==> config.mk <==
export PLATFORM = sky130hd
export DESIGN_NAME = demux_1_n_stream_flat
export DESIGN_NICKNAME = d
export VERILOG_FILES = /design/src/rtl/demux_1_n_stream_if.sv /design/src/rtl/demux_1_n_stream.sv /design/src/flat_wrapper.sv
export SDC_FILE = /design/constraint.sdc
export NUM_CORES = 1
export LEC_CHECK = 0
export ABC_AREA = 1
export BUFFER_PORTS_ARGS = -buffer_cell sky130_fd_sc_hd__buf_4
export CAP_MARGIN = 20
export CORE_MARGIN = 4
export CORE_UTILIZATION = 42
export CTS_BUF_LIST = sky130_fd_sc_hd__clkbuf_8
export DETAILED_ROUTE_END_ITERATION = 7
export HOLD_SLACK_MARGIN = 0.05
export PLACE_DENSITY_LB_ADDON = 0.25
export SYNTH_ARGS = -nofsm -noshare
export SYNTH_HDL_FRONTEND = slang
export SYNTH_SLANG_ARGS = --single-unit
export TNS_END_PERCENT = 20
==> constraint.sdc <==
create_clock -name clk -period 1.3 [get_ports clk]
set_input_delay 0.26 -clock clk [delete_from_list [all_inputs] [get_ports clk]]
set_output_delay 0.26 -clock clk [all_outputs]
set_load 0.1 [all_outputs]
==> src/rtl/demux_1_n_stream_if.sv <==
`default_nettype none
// +----------------------------------------------------------------------------+
// | Module      : demux_1_n_stream_if                                          |
// | Description : Stream bus between one producer and N_CH output consumers.  |
// | Revision    : 1.0 - initial release                                        |
// +----------------------------------------------------------------------------+
interface demux_1_n_stream_if #(
  parameter int DATA_W = 8,
  parameter int N_CH   = 8,
  parameter int SEL_W  = 3
);

  logic                 mode;
  logic [SEL_W-1:0]     in_sel;
  logic [DATA_W-1:0]    in_data;
  logic                 in_valid;
  logic                 in_ready;
  logic [DATA_W-1:0]    out_data;
  logic [N_CH-1:0]      out_valid;
  logic [N_CH-1:0]      out_ready;

  modport master (
    output mode,
    output in_sel,
    output in_data,
    output in_valid,
    input  in_ready,
    input  out_data,
    input  out_valid,
    output out_ready
  );

  modport slave (
    input  mode,
    input  in_sel,
    input  in_data,
    input  in_valid,
    output in_ready,
    output out_data,
    output out_valid,
    input  out_ready
  );

endinterface
`default_nettype wire

==> src/rtl/demux_1_n_stream.sv <==
`default_nettype none
// +----------------------------------------------------------------------------+
// | Module      : demux_1_n_stream                                             |
// | Description : Registered 1-to-N valid/ready stream demux with addressed or |
// |               round-robin routing and sticky out-of-range select flag.     |
// |               Optional macro DEMUX_ZERO_IDLE_EN forces out_data to zero    |
// |               while no beat is held.                                       |
// | Revision    : 1.0 - initial release                                        |
// +----------------------------------------------------------------------------+
module demux_1_n_stream #(
  parameter int DATA_W = 8,
  parameter int N_CH   = 8,
  parameter int SEL_W  = 3
) (
  input  wire logic             clk,
  input  wire logic             rst,
  demux_1_n_stream_if.slave     bus,
  output logic [SEL_W-1:0]      scan_ptr,
  input  wire logic             err_clr,
  output logic                  err_sel
);

  localparam int              C_PTR_SPAN = 2 ** SEL_W;
  localparam logic [SEL_W:0]  C_N_CH     = (SEL_W + 1)'(N_CH);
  localparam logic [SEL_W-1:0] C_LAST_CH = SEL_W'(N_CH - 1);

  typedef enum logic [0:0] {
    ST_EMPTY = 1'b0,
    ST_FULL  = 1'b1
  } state_t;

  state_t              state_q, state_d;
  logic [SEL_W-1:0]    hc_q, hc_d;
  logic [SEL_W-1:0]    scan_q, scan_d;
  logic [DATA_W-1:0]   data_q, data_d;
  logic                err_q, err_d;

  logic [C_PTR_SPAN-1:0] w_ready_ext;
  logic                  w_held_ready;
  logic                  w_in_ready;
  logic                  w_accept;
  logic [SEL_W-1:0]      w_target;
  logic                  w_in_range;
  logic                  w_load;
  logic                  w_drop;
  logic                  w_deliver;
  logic [N_CH-1:0]       w_valid;

  // Pad ready to the full pointer span so the held index never runs off the end.
  assign w_ready_ext  = C_PTR_SPAN'(bus.out_ready);
  assign w_held_ready = w_ready_ext[hc_q];

  assign w_in_ready = (state_q == ST_EMPTY) || w_held_ready;
  assign w_accept   = bus.in_valid && w_in_ready;
  assign w_target   = bus.mode ? scan_q : bus.in_sel;
  assign w_in_range = ({1'b0, w_target} < C_N_CH);
  assign w_load     = w_accept && w_in_range;
  assign w_drop     = w_accept && !w_in_range;
  assign w_deliver  = (state_q == ST_FULL) && w_held_ready;

  always_comb begin
    state_d = state_q;
    hc_d    = hc_q;
    data_d  = data_q;
    scan_d  = scan_q;
    err_d   = err_q;

    // A new beat overrides a simultaneous delivery, giving one beat per cycle.
    if (w_load) begin
      state_d = ST_FULL;
      hc_d    = w_target;
      data_d  = bus.in_data;
    end else if (w_deliver) begin
      state_d = ST_EMPTY;
    end

    if (w_accept && bus.mode) begin
      scan_d = (scan_q == C_LAST_CH) ? '0 : scan_q + 1'b1;
    end

    if (w_drop) begin
      err_d = 1'b1;
    end else if (err_clr) begin
      err_d = 1'b0;
    end
  end

  always_ff @(posedge clk or posedge rst) begin
    if (rst) begin
      state_q <= ST_EMPTY;
      hc_q    <= '0;
      data_q  <= '0;
      scan_q  <= '0;
      err_q   <= 1'b0;
    end else begin
      state_q <= state_d;
      hc_q    <= hc_d;
      data_q  <= data_d;
      scan_q  <= scan_d;
      err_q   <= err_d;
    end
  end

  always_comb begin
    w_valid = '0;
    for (int k = 0; k < N_CH; k++) begin
      w_valid[k] = (state_q == ST_FULL) && (hc_q == SEL_W'(k));
    end
  end

  assign bus.in_ready  = w_in_ready;
  assign bus.out_valid = w_valid;
  assign scan_ptr      = scan_q;
  assign err_sel       = err_q;

`ifdef DEMUX_ZERO_IDLE_EN
  assign bus.out_data = (state_q == ST_FULL) ? data_q : '0;
`else
  assign bus.out_data = data_q;
`endif

endmodule
`default_nettype wire
==> src/flat_wrapper.sv <==
// flat-port wrapper written by rule: the top's interface ports become plain ports
module demux_1_n_stream_flat 
#(
  parameter int DATA_W = 8,
  parameter int N_CH   = 8,
  parameter int SEL_W  = 3
)
  (clk, rst, scan_ptr, err_clr, err_sel, bus_mode, bus_in_sel, bus_in_data, bus_in_valid, bus_in_ready, bus_out_data, bus_out_valid, bus_out_ready);
  demux_1_n_stream_if #(.DATA_W(DATA_W), .N_CH(N_CH), .SEL_W(SEL_W)) bus_i ();
  input  wire logic clk;
  input  wire logic rst;
  output logic [SEL_W-1:0] scan_ptr;
  input  wire logic err_clr;
  output logic err_sel;
  input wire logic [$bits(bus_i.mode)-1:0] bus_mode;
  input wire logic [$bits(bus_i.in_sel)-1:0] bus_in_sel;
  input wire logic [$bits(bus_i.in_data)-1:0] bus_in_data;
  input wire logic [$bits(bus_i.in_valid)-1:0] bus_in_valid;
  output wire logic [$bits(bus_i.in_ready)-1:0] bus_in_ready;
  output wire logic [$bits(bus_i.out_data)-1:0] bus_out_data;
  output wire logic [$bits(bus_i.out_valid)-1:0] bus_out_valid;
  input wire logic [$bits(bus_i.out_ready)-1:0] bus_out_ready;
  assign bus_i.mode = bus_mode;
  assign bus_i.in_sel = bus_in_sel;
  assign bus_i.in_data = bus_in_data;
  assign bus_i.in_valid = bus_in_valid;
  assign bus_in_ready = bus_i.in_ready;
  assign bus_out_data = bus_i.out_data;
  assign bus_out_valid = bus_i.out_valid;
  assign bus_i.out_ready = bus_out_ready;
  demux_1_n_stream #(.DATA_W(DATA_W), .N_CH(N_CH), .SEL_W(SEL_W)) u_core (.clk(clk), .rst(rst), .bus(bus_i), .scan_ptr(scan_ptr), .err_clr(err_clr), .err_sel(err_sel));
endmodule
Yosys cells after proc, flatten, opt, wreduce, memory -nomap -nowiden
Cells that the tools add are included.
{"block": "totals", "elab_cells": 35, "out_inout_bits": 21, "register_bits": 15}
{"block": "classes", "eq_ne": 8, "add_sub_neg": 1, "n_bitwise": 1, "n_lt_le_gt_ge": 1, "n_reduce_logical": 14, "n_mux": 6}
{"operator": "equality test 3 bit (second input constant)", "n": 5}
{"operator": "logical AND 1 bit", "n": 11}
{"operator": "equality test 3 x 2 -> 1 bit (second input constant)", "n": 2}
{"operator": "2-to-1 mux 3 bit", "n": 2}
{"operator": "less-than comparator 3 x 4 -> 1 bit (second input constant)", "n": 1}
{"operator": "adder 3 x 1 -> 3 bit (second input constant)", "n": 1}
{"operator": "binary-select mux 1 bit (select 3 bit)", "n": 1}
{"operator": "equality test 3 x 1 -> 1 bit (second input constant)", "n": 1}
{"operator": "logical NOT 3 bit", "n": 1}
{"operator": "2-to-1 mux 1 bit", "n": 3}
{"operator": "nonzero test 2 bit", "n": 1}
{"operator": "logical OR 1 bit", "n": 1}
{"operator": "inverter 1 bit", "n": 1}

Logic depth before layout (Yosys ltp)
{"block": "depth", "word_depth": 5, "depth_mapped": 9}

Worst setup path before layout
Ideal clock, no wire load.
{"block": "synth_timing", "path_type": "flip-flop to output port", "start": "register u_core.hc_q[2]", "end": "output port bus_out_valid[0]", "arrival_ps": 1869, "t_required_ps": 1040, "slack_ps": -829, "path_stages_with_launch": 4, "cell_sequence": "dfrtp_1 -> nor2_1 -> inv_1 -> nor2_1"}
{"block": "synth_between", "elab_chain_len": 2}
{"element": "start, declared", "line_no": "demux_1_n_stream.sv:33", "source": "logic [SEL_W-1:0] hc_q, hc_d;"}
{"element": "start signal, assigned", "line_no": "demux_1_n_stream.sv:91", "source": "hc_q <= '0;"}
{"element": "start signal, assigned", "line_no": "demux_1_n_stream.sv:97", "source": "hc_q <= hc_d;"}
{"element": "logical NOT 3 bit", "line_no": "demux_1_n_stream.sv:107", "source": "w_valid[k] = (state_q == ST_FULL) && (hc_q == SEL_W'(k));"}
{"element": "logical AND 1 bit", "line_no": "demux_1_n_stream.sv:107"}
{"element": "end, declared", "line_no": "flat_wrapper.sv:21", "source": "output wire logic [$bits(bus_i.out_valid)-1:0] bus_out_valid;"}
No other way between the ends.

Worst setup path after layout
{"block": "layout_timing", "start": "register u_core.hc_q[1]", "end": "output port bus_in_ready"}
{"block": "layout_between", "elab_chain_len": 3}
{"element": "binary-select mux 1 bit (select 3 bit)", "line_no": "demux_1_n_stream.sv:51", "source": "assign w_held_ready = w_ready_ext[hc_q];"}
{"element": "2-to-1 mux 1 bit (implied by the code)", "line_no": "demux_1_n_stream.sv:51"}
{"element": "logical OR 1 bit", "line_no": "demux_1_n_stream.sv:53", "source": "assign w_in_ready = (state_q == ST_EMPTY) || w_held_ready;"}
{"element": "end, declared", "line_no": "flat_wrapper.sv:19", "source": "output wire logic [$bits(bus_i.in_ready)-1:0] bus_in_ready;"}
No other way between the ends. The select of a mux whose other input is x is not followed.

==> results.tsv <==
metric	value	unit
status	finished, violations left	
failing checks	setup timing	
Inserted Clock Buffers	3	
die area	2920	sq um
via total after detailed routing	929	
WL/cell	14.0	um
pre-CTS setup slack	-0.185	ns
Starting Density	0.449	
Distinct cells, synth	19	
RSZ-0062 raised after global routing	yes	
Total GRT Usage	0.204	
area occupied by multi-input gates	564	sq um
adder-cell share of the synthesized area	0.0281	
ANT cells	0	
Die Ht	54.1	um
# rows	16	
Fillers	127	
Post-Route Skew	0.00240	ns
global routing's busiest layer	met2	
fin. max-slew vios	0	
Tightest Pin Transition	0.605	ns
Vias/cell	4.81	
critical path's largest stage delay	0.46	ns
largest family of logic cells by synthesized area	simple AND/OR/NAND/NOR gates	
Buf+Inv Stages, Crit Path	1	
DRT antenna net count	0	
clock sinks	15	
sequence of cells on the critical path	nand2_2 -> o21ai_4 -> nor2_4 -> nor2_4 -> buf_12	
Final Util	0.802	
layout cells sized above 1	0.620	
vias in the first global route	946	
Peak Freq	602	MHz
XOR/XNOR share of the synthesized area	0	
Worst EP required	1.04	ns
CP max stage cell	dfrtp_2	
post-synthesis compound-gate area fraction	0.0407	
type of origin of the critical path	flip-flop	
DRT Wirelength	2700	um
met1 usage	0.252	
largest net degree at the start of global routing	16	
Seq cells post-synth	15	
delay-heaviest family, CP	flip-flops	
WP data arrival	1.40	ns
I/O pins	45	
total congestion overflow	0	
Avg Cell Area, Syn	7.95	sq um
CTS H-Tree Depth	1	
First DRT Iteration DRCs	18	
Die X	54.1	um
mux contribution to synthesized area	0.0337	
DP Area	1340	sq um
Post-DP HPWL	1770	um
TritonRoute pass-1 iters	4	
NumNets Final	193	
met2 usage	0.355	
Simple-Gate Fraction of Synth Area	0.386	
Clock Path Buffers	2	
min Tclk post-route	1.66	ns
CP most frequent cell	nor2_4	
Syn Std Cell Area	891	sq um
CTS tree	yes	
endpoints failing hold	0	
Reg clk slew, reported paths	0.07	ns
syn nets	138	
worst-skew pair later-pin latency	0.26	ns
register area share after synthesis	0.421	
Setup Crit Path Kind	flip-flop to output port	
Tcrit/Tclk final	1.28	
core area	1980	sq um
synthesis-to-finish area growth	78.5	%
root buffer cell	clkbuf_8	
initial antenna violation count	0	
Max transition margin	0.596	
Final GP Congestion	0.799	
Final WS setup	-0.361	ns
first-pass GRT wire length	4240	um
met3 Use GR	0.0499	
DRC	0	
Max-Cap Viols	0	
worst-path maximum fanout	7	
Hold Path Class	input port to asynchronous set/reset pin	
final instance area	1590	sq um
Cells after Synth	112	
Synth warnings	0	
Sequential cell area	380	sq um
input/output buffers	42	
kind of end point of the critical path	output port	
final setup violation count	24	
[area by class of cell]
class	count	share of cell area
multi-input cells	82	0.355
repair buffers	53	0.326
flip-flops and latches	15	0.239
inverters	12	0.0283
clock buffers	3	0.0260
well taps	27	0.0212
clock inverters	1	0.00472
[path summary, 6_finish.rpt]
path | slack [ns] | end | cells after the start | startpoint
max reg2reg | -0.20 | u_core.hc_q[2] | 9 | u_core.hc_q[1]
max | -0.36 | bus_in_ready | 5 | u_core.hc_q[1]
min in group clk | 0.20 | u_core.bus.out_data[5] | 3 | bus_in_data[5]
min | 0.07 | u_core.bus.out_data[6] | 2 | rst
min reg2reg | 0.50 | u_core.bus.out_data[2] | 2 | u_core.bus.out_data[2]
max in group asynchronous | 0.80 | u_core.scan_ptr[1] | 2 | rst
[stage by stage]
stage	TNS [ns]	instances	hold slack, ns
detailed placement	-2.51	187	0.362
global route	-6.64	193	0.0999
finish	-4.88	193	0.0720
floorplan	-2.82	112	0.161
global placement	-2.34	187	0.344
CTS	-3.11	191	0.0833
[Yosys cell counts]
master     n  share of area
buf_12     1          0.022
buf_4      1         0.0084
clkbuf_1   1         0.0042
conb_1     1         0.0042
dfrtp_1   15           0.42
ha_1       2          0.028
inv_1      9          0.038
inv_2      3          0.013
mux2i_1    3          0.034
nand2_1   34           0.14
nand2_2   10          0.070
nand3_1    6          0.034
nand3_4    1          0.020
nand3b_4   1          0.022
nand4_1    4          0.028
nor2_1    13          0.055
nor2_2     2          0.014
o21ai_0    2          0.011
o21ai_2    3          0.029
[sequential cells by signal (all words and copies together), names as in the netlist]
| name | cells |
|---|---|
| u_core.hc_q | 3 |
| u_core.scan_ptr | 3 |
| u_core.bus.out_data | 8 |
| u_core.state_q | 1 |
[cells in the final DEF (no fill, tap or decap), types with 3 or more instances in the layout]
cell type   n
buf_12      9
buf_4      42
clkbuf_8    3
dfrtp_1    11
dfrtp_2     4
inv_1       6
inv_2       6
mux2i_1     3
nand2_1    31
nand2_2    13
nand3_2     4
nand4_1     4
nor2_4     12
[kinds of logic after synthesis]
group                    after synthesis
other                                  1
buffers and inverters                 15
AO/OA/AOI/OAI                          5
flip-flops                            15
AND/OR/NAND/NOR                       71
adder cells (fa/ha/maj)                2
multiplexers                           3
[routing by layer]
| metal | vias up | share of wire |
|---|---|---|
| li1 | 459 | - |
| met1 | 434 | 0.37 |
| met2 | 31 | 0.57 |
| met3 | 5 | 0.049 |
| met4 | 0 | 0.010 |
| met5 | - | 0 |
[timing repair]
item                       in CTS  in global routing
buffers inserted                0                  2
hold buffers                    0                  0
pin swaps                       6                  5
setup endpoints to repair      24                 24
resized for setup              38                 11
Power is not shown: default switching activity piles up to over one toggle a cycle in this logic, so the estimate is an artifact.
